`config.mk`:
```
export PLATFORM = sky130hd
export DESIGN_NAME = fifo_read_streamer
export DESIGN_NICKNAME = d
export VERILOG_FILES = /design/src/rtl/fifo_read_streamer.sv
export SDC_FILE = /design/constraint.sdc
export NUM_CORES = 1
export LEC_CHECK = 0
export CAP_MARGIN = 20
export CORE_AREA = 2 2 65 74
export DETAILED_ROUTE_END_ITERATION = 6
export DIE_AREA = 0 0 67 76
export GPL_TIMING_DRIVEN = 0
export PLACE_DENSITY = 0.81
export SLEW_MARGIN = 25
export SYNTH_ARGS = -nofsm -noshare
export SYNTH_HDL_FRONTEND = slang
export SYNTH_SLANG_ARGS = --single-unit
```
`constraint.sdc`:
```
create_clock -name clk -period 3.05 [get_ports clk]
set_clock_uncertainty 0.15 [all_clocks]
set_input_delay 0.61 -clock clk [delete_from_list [all_inputs] [get_ports clk]]
set_output_delay 0.61 -clock clk [all_outputs]
set_load 0.02 [all_outputs]
```
`src/rtl/fifo_read_streamer.sv`:
```
// Read-side streamer for synchronous_fifo: pops words, hides the 1-cycle read latency in a
// 2-entry skid buffer, and presents them as a valid/ready stream. Optional FIFO_RD_PARITY_EN adds out_parity.
module fifo_read_streamer #(
  parameter int unsigned DATA_WIDTH = 8,
  parameter int unsigned CNT_WIDTH  = 16
) (
  input  logic                  clk,
  input  logic                  rst,
  input  logic                  enable,
  input  logic                  flush,
  input  logic                  fifo_empty,
  input  logic [DATA_WIDTH-1:0] fifo_data,
  output logic                  fifo_rd_en,
  output logic                  out_valid,
  output logic [DATA_WIDTH-1:0] out_data,
  input  logic                  out_ready,
  output logic                  flush_done,
  output logic                  busy,
  output logic [CNT_WIDTH-1:0]  word_count
`ifdef FIFO_RD_PARITY_EN
  ,
  output logic                  out_parity
`endif
);

  typedef enum logic [1:0] {ST_IDLE, ST_STREAM, ST_FLUSH} state_e;

  state_e                state_q, state_d;
  logic [DATA_WIDTH-1:0] skid0_q, skid0_d;
  logic [DATA_WIDTH-1:0] skid1_q, skid1_d;
  logic [1:0]            cnt_q, cnt_d;
  logic                  inflight_q, inflight_d;
  logic                  valid_q, valid_d;
  logic [CNT_WIDTH-1:0]  wc_q, wc_d;
  logic                  flush_done_q, flush_done_d;
  logic                  busy_q, busy_d;
  logic                  transfer, flush_entry;
  logic [2:0]            occ;

  assign transfer = valid_q && out_ready;
  assign occ      = 3'(cnt_q) + 3'(inflight_q) - 3'(transfer);

  // Pop request stays combinational so it can never be raised against an empty FIFO.
  always_comb begin
    state_d      = state_q;
    fifo_rd_en   = 1'b0;
    flush_done_d = 1'b0;
    flush_entry  = 1'b0;
    unique case (state_q)
      ST_IDLE: begin
        if (flush) begin
          state_d     = ST_FLUSH;
          flush_entry = 1'b1;
        end else if (enable) begin
          state_d = ST_STREAM;
        end
      end
      ST_STREAM: begin
        fifo_rd_en = !fifo_empty && (occ < 3'd2);
        if (flush) begin
          state_d     = ST_FLUSH;
          flush_entry = 1'b1;
        end else if (!enable) begin
          state_d = ST_IDLE;
        end
      end
      ST_FLUSH: begin
        fifo_rd_en = !fifo_empty;
        if (fifo_empty && !inflight_q) begin
          flush_done_d = 1'b1;
          state_d      = ST_IDLE;
        end
      end
      default: state_d = ST_IDLE;
    endcase
  end

  // Skid buffer: captures returning data, advances head on transfer; flush discards everything.
  always_comb begin
    skid0_d    = skid0_q;
    skid1_d    = skid1_q;
    cnt_d      = cnt_q;
    wc_d       = wc_q;
    inflight_d = fifo_rd_en && !fifo_empty;
    if (flush_entry) begin
      skid0_d = '0;
      skid1_d = '0;
      cnt_d   = 2'd0;
      wc_d    = '0;
    end else if (state_q != ST_FLUSH) begin
      if (transfer) wc_d = wc_q + CNT_WIDTH'(1);
      unique case ({inflight_q, transfer})
        2'b01: begin
          skid0_d = skid1_q;
          cnt_d   = cnt_q - 2'd1;
        end
        2'b10: begin
          if (cnt_q == 2'd0) skid0_d = fifo_data;
          else               skid1_d = fifo_data;
          cnt_d = cnt_q + 2'd1;
        end
        2'b11: begin
          if (cnt_q == 2'd1) begin
            skid0_d = fifo_data;
          end else begin
            skid0_d = skid1_q;
            skid1_d = fifo_data;
          end
        end
        default: ;
      endcase
    end
    valid_d = (cnt_d != 2'd0);
    busy_d  = (state_d != ST_IDLE) || (cnt_d != 2'd0);
  end

  always_ff @(posedge clk or posedge rst) begin
    if (rst) begin
      state_q      <= ST_IDLE;
      skid0_q      <= '0;
      skid1_q      <= '0;
      cnt_q        <= 2'd0;
      inflight_q   <= 1'b0;
      valid_q      <= 1'b0;
      wc_q         <= '0;
      flush_done_q <= 1'b0;
      busy_q       <= 1'b0;
    end else begin
      state_q      <= state_d;
      skid0_q      <= skid0_d;
      skid1_q      <= skid1_d;
      cnt_q        <= cnt_d;
      inflight_q   <= inflight_d;
      valid_q      <= valid_d;
      wc_q         <= wc_d;
      flush_done_q <= flush_done_d;
      busy_q       <= busy_d;
    end
  end

  assign out_valid  = valid_q;
  assign out_data   = skid0_q;
  assign flush_done = flush_done_q;
  assign busy       = busy_q;
  assign word_count = wc_q;

`ifdef FIFO_RD_PARITY_EN
  logic parity_q, parity_d;

  assign parity_d = ^skid0_d;

  always_ff @(posedge clk or posedge rst) begin
    if (rst) parity_q <= 1'b0;
    else     parity_q <= parity_d;
  end

  assign out_parity = parity_q;
`endif

endmodule

```
After elaboration in Yosys (flattened, before gate mapping):

Index checks and enable logic that the tools add are counted.

* eq/ne operators: 10
* $add $sub $neg: 5
* reduce and logical (&&, ||, !) cells: 19
* $lt $le $gt $ge: 1
* muxes and demuxes: 27

Operator list (number)
* $mux W8: 8
* $mux W16: 3
* $pmux W8 S3: 1
* $add A16 B1 Y16 const B: 1
* $pmux W8 S2: 1
* $mux W2: 7
* $ne A3 B3 Y1 const B: 3
* $reduce_bool A2 Y1: 4
* $eq A2 B1 Y1 const B: 3
* $eq A2 B2 Y1 const B: 3
* $pmux W2 S3: 1
* $logic_and A1 B1 Y1: 4
* $logic_not A2 Y1: 2
* $mux W1: 4
* $pmux W2 S2: 1
* $reduce_and A4 Y1: 1
* $reduce_bool A4 Y1: 1
* $add A2 B1 Y3: 1
* $lt A3 B2 Y1 const B: 1
* $reduce_and A3 Y1: 1
* $reduce_bool A3 Y1: 1
* $sub A3 B1 Y3: 1
* $add A2 B1 Y2 const B: 1
* $logic_not A1 Y1: 2
* other kinds (6): 6

* bits of input ports: 14
* flip-flop bits (word level): 40
* output and inout port bits: 28
* word-level logic and storage cells: 71

Logic depth before layout (Yosys ltp):

Gate-level depths: netlist of the first run.

* depth after elaboration: 7
* gate-level depth with buffers: 9
* mapped depth without buffers: 8

Worst setup path before layout of the first run:

Ideal clock, no wire load.

* kind: input-to-output
* from: input port out_ready
* to: output port fifo_rd_en
* stages: 9
* path slack: -0.237 ns
* arrival time: 2.527 ns
* data required time: 2.290 ns
* cells stage by stage: and2_1 buf_2 ha_1 inv_1 nand2_1 fa_1 xnor2_1 a31oi_1 nor3b_1

* word-level cells in the longest chain between the ends: 5

RTL lines
* start: declaration: line 16 `input logic out_ready,`
* $logic_and A1 B1 Y1: line 40 `assign transfer = valid_q && out_ready;`
* $sub A3 B1 Y3: line 41 `assign occ = 3'(cnt_q) + 3'(inflight_q) - 3'(transfer);`
* $lt A3 B2 Y1: line 59 `fifo_rd_en = !fifo_empty && (occ < 3'd2);`
* $logic_and A1 B1 Y1: line 59
* $pmux W1 S2: line 49 `unique case (state_q)`
* end: declaration: line 13 `output logic fifo_rd_en,`

Every way passes these cells.

Worst setup path after layout of the first run:

Same ends and word-level chain as after synthesis.

==> results_dict.tcl, run 1 <==
set metrics [dict create \
    status "complete, no violations" \
    grt_antenna_before_repair 0 \
    mappedNetlistArea_mm2 0.00220 \
    cp_top_family "adder cells" \
    grt_pass1_wl_um 8540 \
    setup_viol 0 \
    dr_wl_met2_um 2450 \
    design_area_mm2 0.00286 \
    drv_slew 0 \
    cts_tree "built" \
    cts-root-buf "clkbuf_8" \
    clk_latency_ns 0.30 \
    drc 0 \
    synthFlopType "dfrtp_1" \
    rsz0062_at_grt "true" \
    gr-total-overflow 0 \
    avgSynthCellArea_um2 10.1 \
    post_dp_cell_area_mm2 0.00272 \
    cp.arrival_ns 2.23 \
    wire_per_inst_um 14.9 \
    powerDensity_mw_per_mm2 748 \
    place_ws_ns -1.08 \
    synth_xor_area_frac 0.0359 \
    hold_viol 0 \
    wl_um 4890 \
    yosys_warnings 0 \
    area_growth_pct 30.2 \
    antenna_cells 0 \
    wl_met1_um 2100 \
    start_kind "input port" \
    crit_fanout 2 \
    grt_pass1_vias 1842 \
    cts_buffers 5 \
    layout_min_cycle_time_ns 2.99 \
    end_kind "output port" \
    cp-startpoint "out_ready" \
    synth_edf_count 0 \
    die-area_mm2 0.00509 \
    wl_met3_um 239 \
    top_layer_used "met4" \
    viasPerCell 5.68 \
    min_period_over_period 0.981 \
    fin_ws_ns 0.0588 \
    synth.top_cells.by_area "dfrtp_1 46%, ha_1 5.7%, a22o_1 5.6%" \
    first_pass_iters 4 \
    ys_ff_latch 40 \
    yosys.area_share.simple 0.143 \
    synthDistinctLibCells 42 \
    hold_path.class "reg -> reg" \
    die_y_um 76 \
    leakagePower_nw 1.23 \
    gp_congestion 0.854 \
    htreeDepth 2 \
    fmax_mhz 334 \
    dpl.hpwl_um 3540 \
    endpoint "fifo_rd_en" \
    initial_core_util 0.497 \
    clk_pin_slew_worst_paths_ns 0.07 \
    grt_max_degree 27 \
    relSlewSlack 0.342 \
    synth-async-reset-ratio 1.00 \
    drive_above_1_share 0.132 \
    r2r_start "out_valid$_DFF_PP0_" \
    portBuffers 41 \
    fin_nets 296 \
    synth-seq-area-share 0.455 \
    ff2ff_path_depth 8 \
    coreArea_mm2 0.00442 \
    yosys.area_share.adder 0.0660 \
    crit_chain "buf_6 -> and2_4 -> ha_4 -> inv_2 -> nand2_2 -> fa_2 -> xnor2_2 -> a31oi_2 -> nor3b_2 -> buf_4" \
    worst_pin_slew_ns 0.979 \
    ios 42 \
    gr-usage-all-layers 0.214 \
    muxShareOfSynthArea 0.0444 \
    netlist.area_leader.share 0.455 \
    reg2reg_setup_slack_ns 0.49 \
    ant_nets 0 \
    die_x_um 67 \
    maxCapViolations 0 \
    drt_iter0_drc 112 \
    synth_compound_area_frac 0.209 \
    fillers 373 \
    critPathKind "in -> out" \
    yosys.area.top_type "dfrtp_1" \
    synth_nets 243 \
    reg2reg_to "skid1_q[5]$_DFFE_PP0P_" \
    crit_path_top_delay_cell "fa_2" \
    clkSinkCount 40 \
    max-vdd-ir-drop_v 0.000500 \
    syn_inst 218 \
    tns_ns 0 \
    synth_top_family_by_area "compound AO/OA/AOI/OAI gates" \
    cp_num_cells 10 \
    vias 1862 \
    worstPathRequired_ns 2.29 \
    placementRows 26 \
    crit_path_max_incr_delay_ns 0.38 \
    cts_buffer_depth 2 \
    path_buf_inv 3 \
]
## layout make-up
type	count	area, um^2	share of cell area
clock inverters	1	7.51	0.00262
well taps	56	70.1	0.0245
flip-flops and latches	40	1000	0.350
clock buffers	7	86.3	0.0302
inverters	13	48.8	0.0170
plain buffers	10	48.8	0.0170
repair buffers	47	467	0.163
multi-input cells	154	1130	0.396
## synthesized netlist by cell type, types with 2 or more instances
| cell | count |
|---|---|
| nor2_1 | 17 |
| or3_1 | 6 |
| xor2_1 | 7 |
| nand4_1 | 4 |
| nor3b_1 | 2 |
| a22oi_1 | 2 |
| o2bb2ai_1 | 8 |
| buf_2 | 4 |
| o211ai_1 | 2 |
| mux2_2 | 6 |
| ha_1 | 10 |
| clkbuf_1 | 6 |
| a21o_1 | 2 |
| a21oi_1 | 16 |
| o21ai_0 | 11 |
| a22o_1 | 14 |
| and4_1 | 2 |
| and2_1 | 2 |
| nand3_1 | 6 |
| nand2_1 | 11 |
| inv_1 | 13 |
| mux2i_1 | 3 |
| dfrtp_1 | 40 |
| nor3_1 | 5 |
| xnor2_1 | 2 |
## registers in the layout (all words and copies together), names as in the netlist
signal	cells
out_valid	1
skid1_q	8
flush_done	1
out_data	8
inflight_q	1
cnt_q	2
busy	1
state_q	2
word_count	16
## worst min path at each step
stage                                       start                      end  slack, ns  cells after the start
after global placement    out_data[3]$_DFFE_PP0P_  out_data[3]$_DFFE_PP0P_       0.33                      1
after detailed placement  out_data[0]$_DFFE_PP0P_  out_data[0]$_DFFE_PP0P_       0.33                      1
after global routing      out_data[3]$_DFFE_PP0P_  out_data[3]$_DFFE_PP0P_       0.37                      1
after CTS                 out_data[5]$_DFFE_PP0P_  out_data[5]$_DFFE_PP0P_       0.35                      1
after floorplan            skid1_q[5]$_DFFE_PP0P_   skid1_q[5]$_DFFE_PP0P_       0.32                      1
final                     out_data[5]$_DFFE_PP0P_  out_data[5]$_DFFE_PP0P_       0.35                      1
## power breakdown
part | switching, mW | leakage, nW | internal [mW]
registers | 0.0896 | 0.548 | 0.643
logic | 0.576 | 0.641 | 0.462
clock network | 0.186 | 0.0445 | 0.184
total | 0.851 | 1.23 | 1.29
## what timing repair did
item	4_1_cts	5_1_grt
endpoints found under the setup margin	1	1
resized for setup	16	2
cloned	0	0
pin swaps	6	5
setup buffers	3	2
hold buffers	0	0
## cells by family (layout without fill, tap and decap cells)
logic type,count (synthesis),count (layout)
AO/OA/AOI/OAI,64,64
AND/OR/NAND/NOR,61,61
flip-flops,40,40
buffers and inverters,24,78
adder cells (fa/ha/maj),11,11
XOR/XNOR,9,9
multiplexers,9,9
## routing by layer
| layer | GRT usage | up-vias |
|---|---|---|
| li1 | - | 894 |
| met1 | 0.284 | 914 |
| met2 | 0.339 | 47 |
| met3 | 0.0532 | 7 |
| met4 | 0.0735 | 0 |
| met5 | 0 | - |
## cells in the final DEF, fill, tap and decap left out, types with 5 or more instances in the layout
master,n
clkbuf_1,7
inv_1,11
clkbuf_8,6
o2bb2ai_1,8
nand2_1,10
ha_1,9
nor3_1,5
or3_1,6
mux2_2,6
nor2_1,17
buf_4,6
nand3_1,6
a21oi_1,16
dfrtp_1,40
xor2_1,7
a22o_1,14
o21ai_0,11
clkdlybuf4s50_1,39
## worst reg2reg max path: cells and delay by family, from the launching register on
family | cells | cell delay [ns]
AO/OA/AOI/OAI | 2 | 0.37
AND/OR/NAND/NOR | 3 | 1.03
buffers and inverters | 2 | 0.36
flip-flops | 1 | 0.39
adder cells (fa/ha/maj) | 1 | 0.20
## per-stage QoR
stage,cells,util,hold slack (ns),total power [mW]
after floorplan,218,-,0.323,1.39
after global placement,315,0.609,0.333,1.67
after detailed placement,316,0.614,0.326,1.71
after CTS,327,0.643,0.352,2.12
after global routing,328,0.647,0.372,2.30
final,328,0.647,0.349,2.14
Power figures use the tool's default switching activity.
==> inputs of run 2 (changes only) <==
--- a/config.mk
+++ b/config.mk
@@ -7,10 +7,12 @@
 export LEC_CHECK = 0
 export CAP_MARGIN = 20
 export CORE_AREA = 2 2 65 74
+export CTS_BUF_LIST = sky130_fd_sc_hd__clkbuf_8 sky130_fd_sc_hd__clkbuf_16
 export DETAILED_ROUTE_END_ITERATION = 6
 export DIE_AREA = 0 0 67 76
 export GPL_TIMING_DRIVEN = 0
-export PLACE_DENSITY = 0.81
+export PLACE_DENSITY_LB_ADDON = 0.05
+export RECOVER_POWER = 50
 export SLEW_MARGIN = 25
 export SYNTH_ARGS = -nofsm -noshare
 export SYNTH_HDL_FRONTEND = slang
==> run 2 against run 1 <==
Via count is 2.5% lower. First-iteration DRC count is 19% lower. Maximum frequency grew 0.60%. Sequential share of layout area shrank 0.50 points. Wire length decreased by 5.5%. Die area is the same. Utilization grew 0.93 points. Power grew 3.8%. Sequential cell count unchanged. Clock-buffer cell count down 2. Sequential power shrank 1%. Largest power group unchanged. Highest routed layer unchanged.
==> results_dict.tcl, run 2 (synthesis results as in run 1) <==
set metrics [dict create \
    dpl.hpwl_um 3360 \
    end_kind "output port" \
    worstPathRequired_ns 2.29 \
    status "complete, no violations" \
    clk_latency_ns 0.29 \
    clkSinkCount 40 \
    gp_congestion 0.747 \
    first_pass_iters 4 \
    layout_min_cycle_time_ns 2.97 \
    min_period_over_period 0.975 \
    hold_path.class "reg -> reg" \
    ios 42 \
    gr-total-overflow 0 \
    cts_buffer_depth 2 \
    fmax_mhz 336 \
    initial_core_util 0.497 \
    drv_slew 0 \
    wl_um 4620 \
    post_dp_cell_area_mm2 0.00272 \
    cts_tree "built" \
    cts-root-buf "clkbuf_8" \
    worst_pin_slew_ns 1.40 \
    final_util 0.656 \
    crit_path_max_incr_delay_ns 0.38 \
    placementRows 26 \
    area_growth_pct 32.1 \
    drive_above_1_share 0.138 \
    viasPerCell 5.49 \
    drc 0 \
    crit_fanout 2 \
    cts_buffers 5 \
    gr-usage-all-layers 0.204 \
    grt_pass1_vias 1745 \
    grt_pass1_wl_um 8140 \
    wire_per_inst_um 13.9 \
    die_x_um 67 \
    vias 1816 \
    fin_nets 299 \
    leakagePower_nw 1.28 \
    crit_chain "buf_6 -> and2_4 -> ha_4 -> inv_2 -> nand2_2 -> fa_2 -> xnor2_2 -> a31oi_4 -> nor3b_2 -> buf_4" \
    cp.arrival_ns 2.21 \
    max-vdd-ir-drop_v 0.000592 \
    fillers 369 \
    hold_viol 0 \
    coreArea_mm2 0.00442 \
    final_cell_mix "40 x dfrtp_1, 30 x clkdlybuf4s50_1, 17 x nor2_1" \
    cts_hold_buffers 0 \
    clk_pin_slew_worst_paths_ns 0.08 \
    grt_antenna_before_repair 0 \
    critPathKind "in -> out" \
    powerDensity_mw_per_mm2 765 \
    htreeDepth 2 \
    largest_register_ffs 16 \
    maxCapViolations 0 \
    finalPower_mw 2.22 \
    setup_viol 0 \
    final_common_cell "dfrtp_1" \
    portBuffers 41 \
    design_area_mm2 0.00290 \
    start_kind "input port" \
    antenna_cells 0 \
    reg2reg_setup_slack_ns 0.59 \
    grt_max_degree 33 \
    ant_nets 0 \
    relSlewSlack 0.0699 \
    drt_iter0_drc 91 \
    die-area_mm2 0.00509 \
    die_y_um 76 \
    crit_path_top_delay_cell "fa_2" \
]
## run 2: metal layers
layer / GRT usage / routed length, um / part of all wire
met1: 0.298 / 2150 / 0.47
met2: 0.302 / 2220 / 0.48
met3: 0.0325 / 188 / 0.041
met4: 0.0796 / 53 / 0.011
met5: 0 / 0 / 0
## run 2: layout make-up
type | instances | area, um^2 | area share
sequential | 40 | 1000 | 0.345
buffer | 10 | 48.8 | 0.0168
clock inverter | 3 | 42.5 | 0.0146
timing repair buffer | 50 | 482 | 0.166
inverter | 13 | 48.8 | 0.0168
multi-input combinational | 154 | 1140 | 0.393
clock buffer | 5 | 68.8 | 0.0237
tap | 56 | 70.1 | 0.0241
## run 2: worst paths after layout
kind	to	cells past startpoint	start
max	fifo_rd_en	10	out_ready
min	out_data[4]$_DFFE_PP0P_	1	out_data[4]$_DFFE_PP0P_
max reg2reg	skid1_q[1]$_DFFE_PP0P_	8	out_valid$_DFF_PP0_
min reg2reg	out_data[4]$_DFFE_PP0P_	1	out_data[4]$_DFFE_PP0P_
max in group asynchronous	word_count[13]$_DFFE_PP0P_	3	rst
min in group asynchronous	word_count[3]$_DFFE_PP0P_	2	rst
## run 2: worst max-delay path, delay by kind of cell
family | cells | cell delay (ns)
xor+xnor | 1 | 0.18
fa+ha+maj | 2 | 0.59
compound gates | 1 | 0.12
buf+inv | 3 | 0.31
simple gates | 3 | 0.41
## run 2: report_power, final
part | leakage, nW | internal (mW) | switching (mW)
combinational | 0.680 | 0.484 | 0.584
clock | 0.0541 | 0.242 | 0.188
sequential | 0.548 | 0.643 | 0.0820
## run 2: per-stage QoR
| stage | hold slack (ns) | setup TNS [ns] | setup WS, ns | cells |
|---|---|---|---|---|
| floorplan | 0.323 | 0 | 0.00334 | 218 |
| CTS | 0.351 | -0.0200 | -0.0200 | 329 |
| global placement | 0.329 | -2.14 | -1.08 | 315 |
| detailed placement | 0.325 | -2.24 | -1.09 | 316 |
| global route | 0.364 | -0.00474 | -0.00474 | 331 |
| finish | 0.339 | 0 | 0.0766 | 331 |
## run 2: what timing repair did
action | in CTS | in global routing
setup endpoints to repair | 1 | 1
buffers inserted | 5 | 3
gates resized for setup | 19 | 0
cloned | 0 | 0
pin swaps | 6 | 5
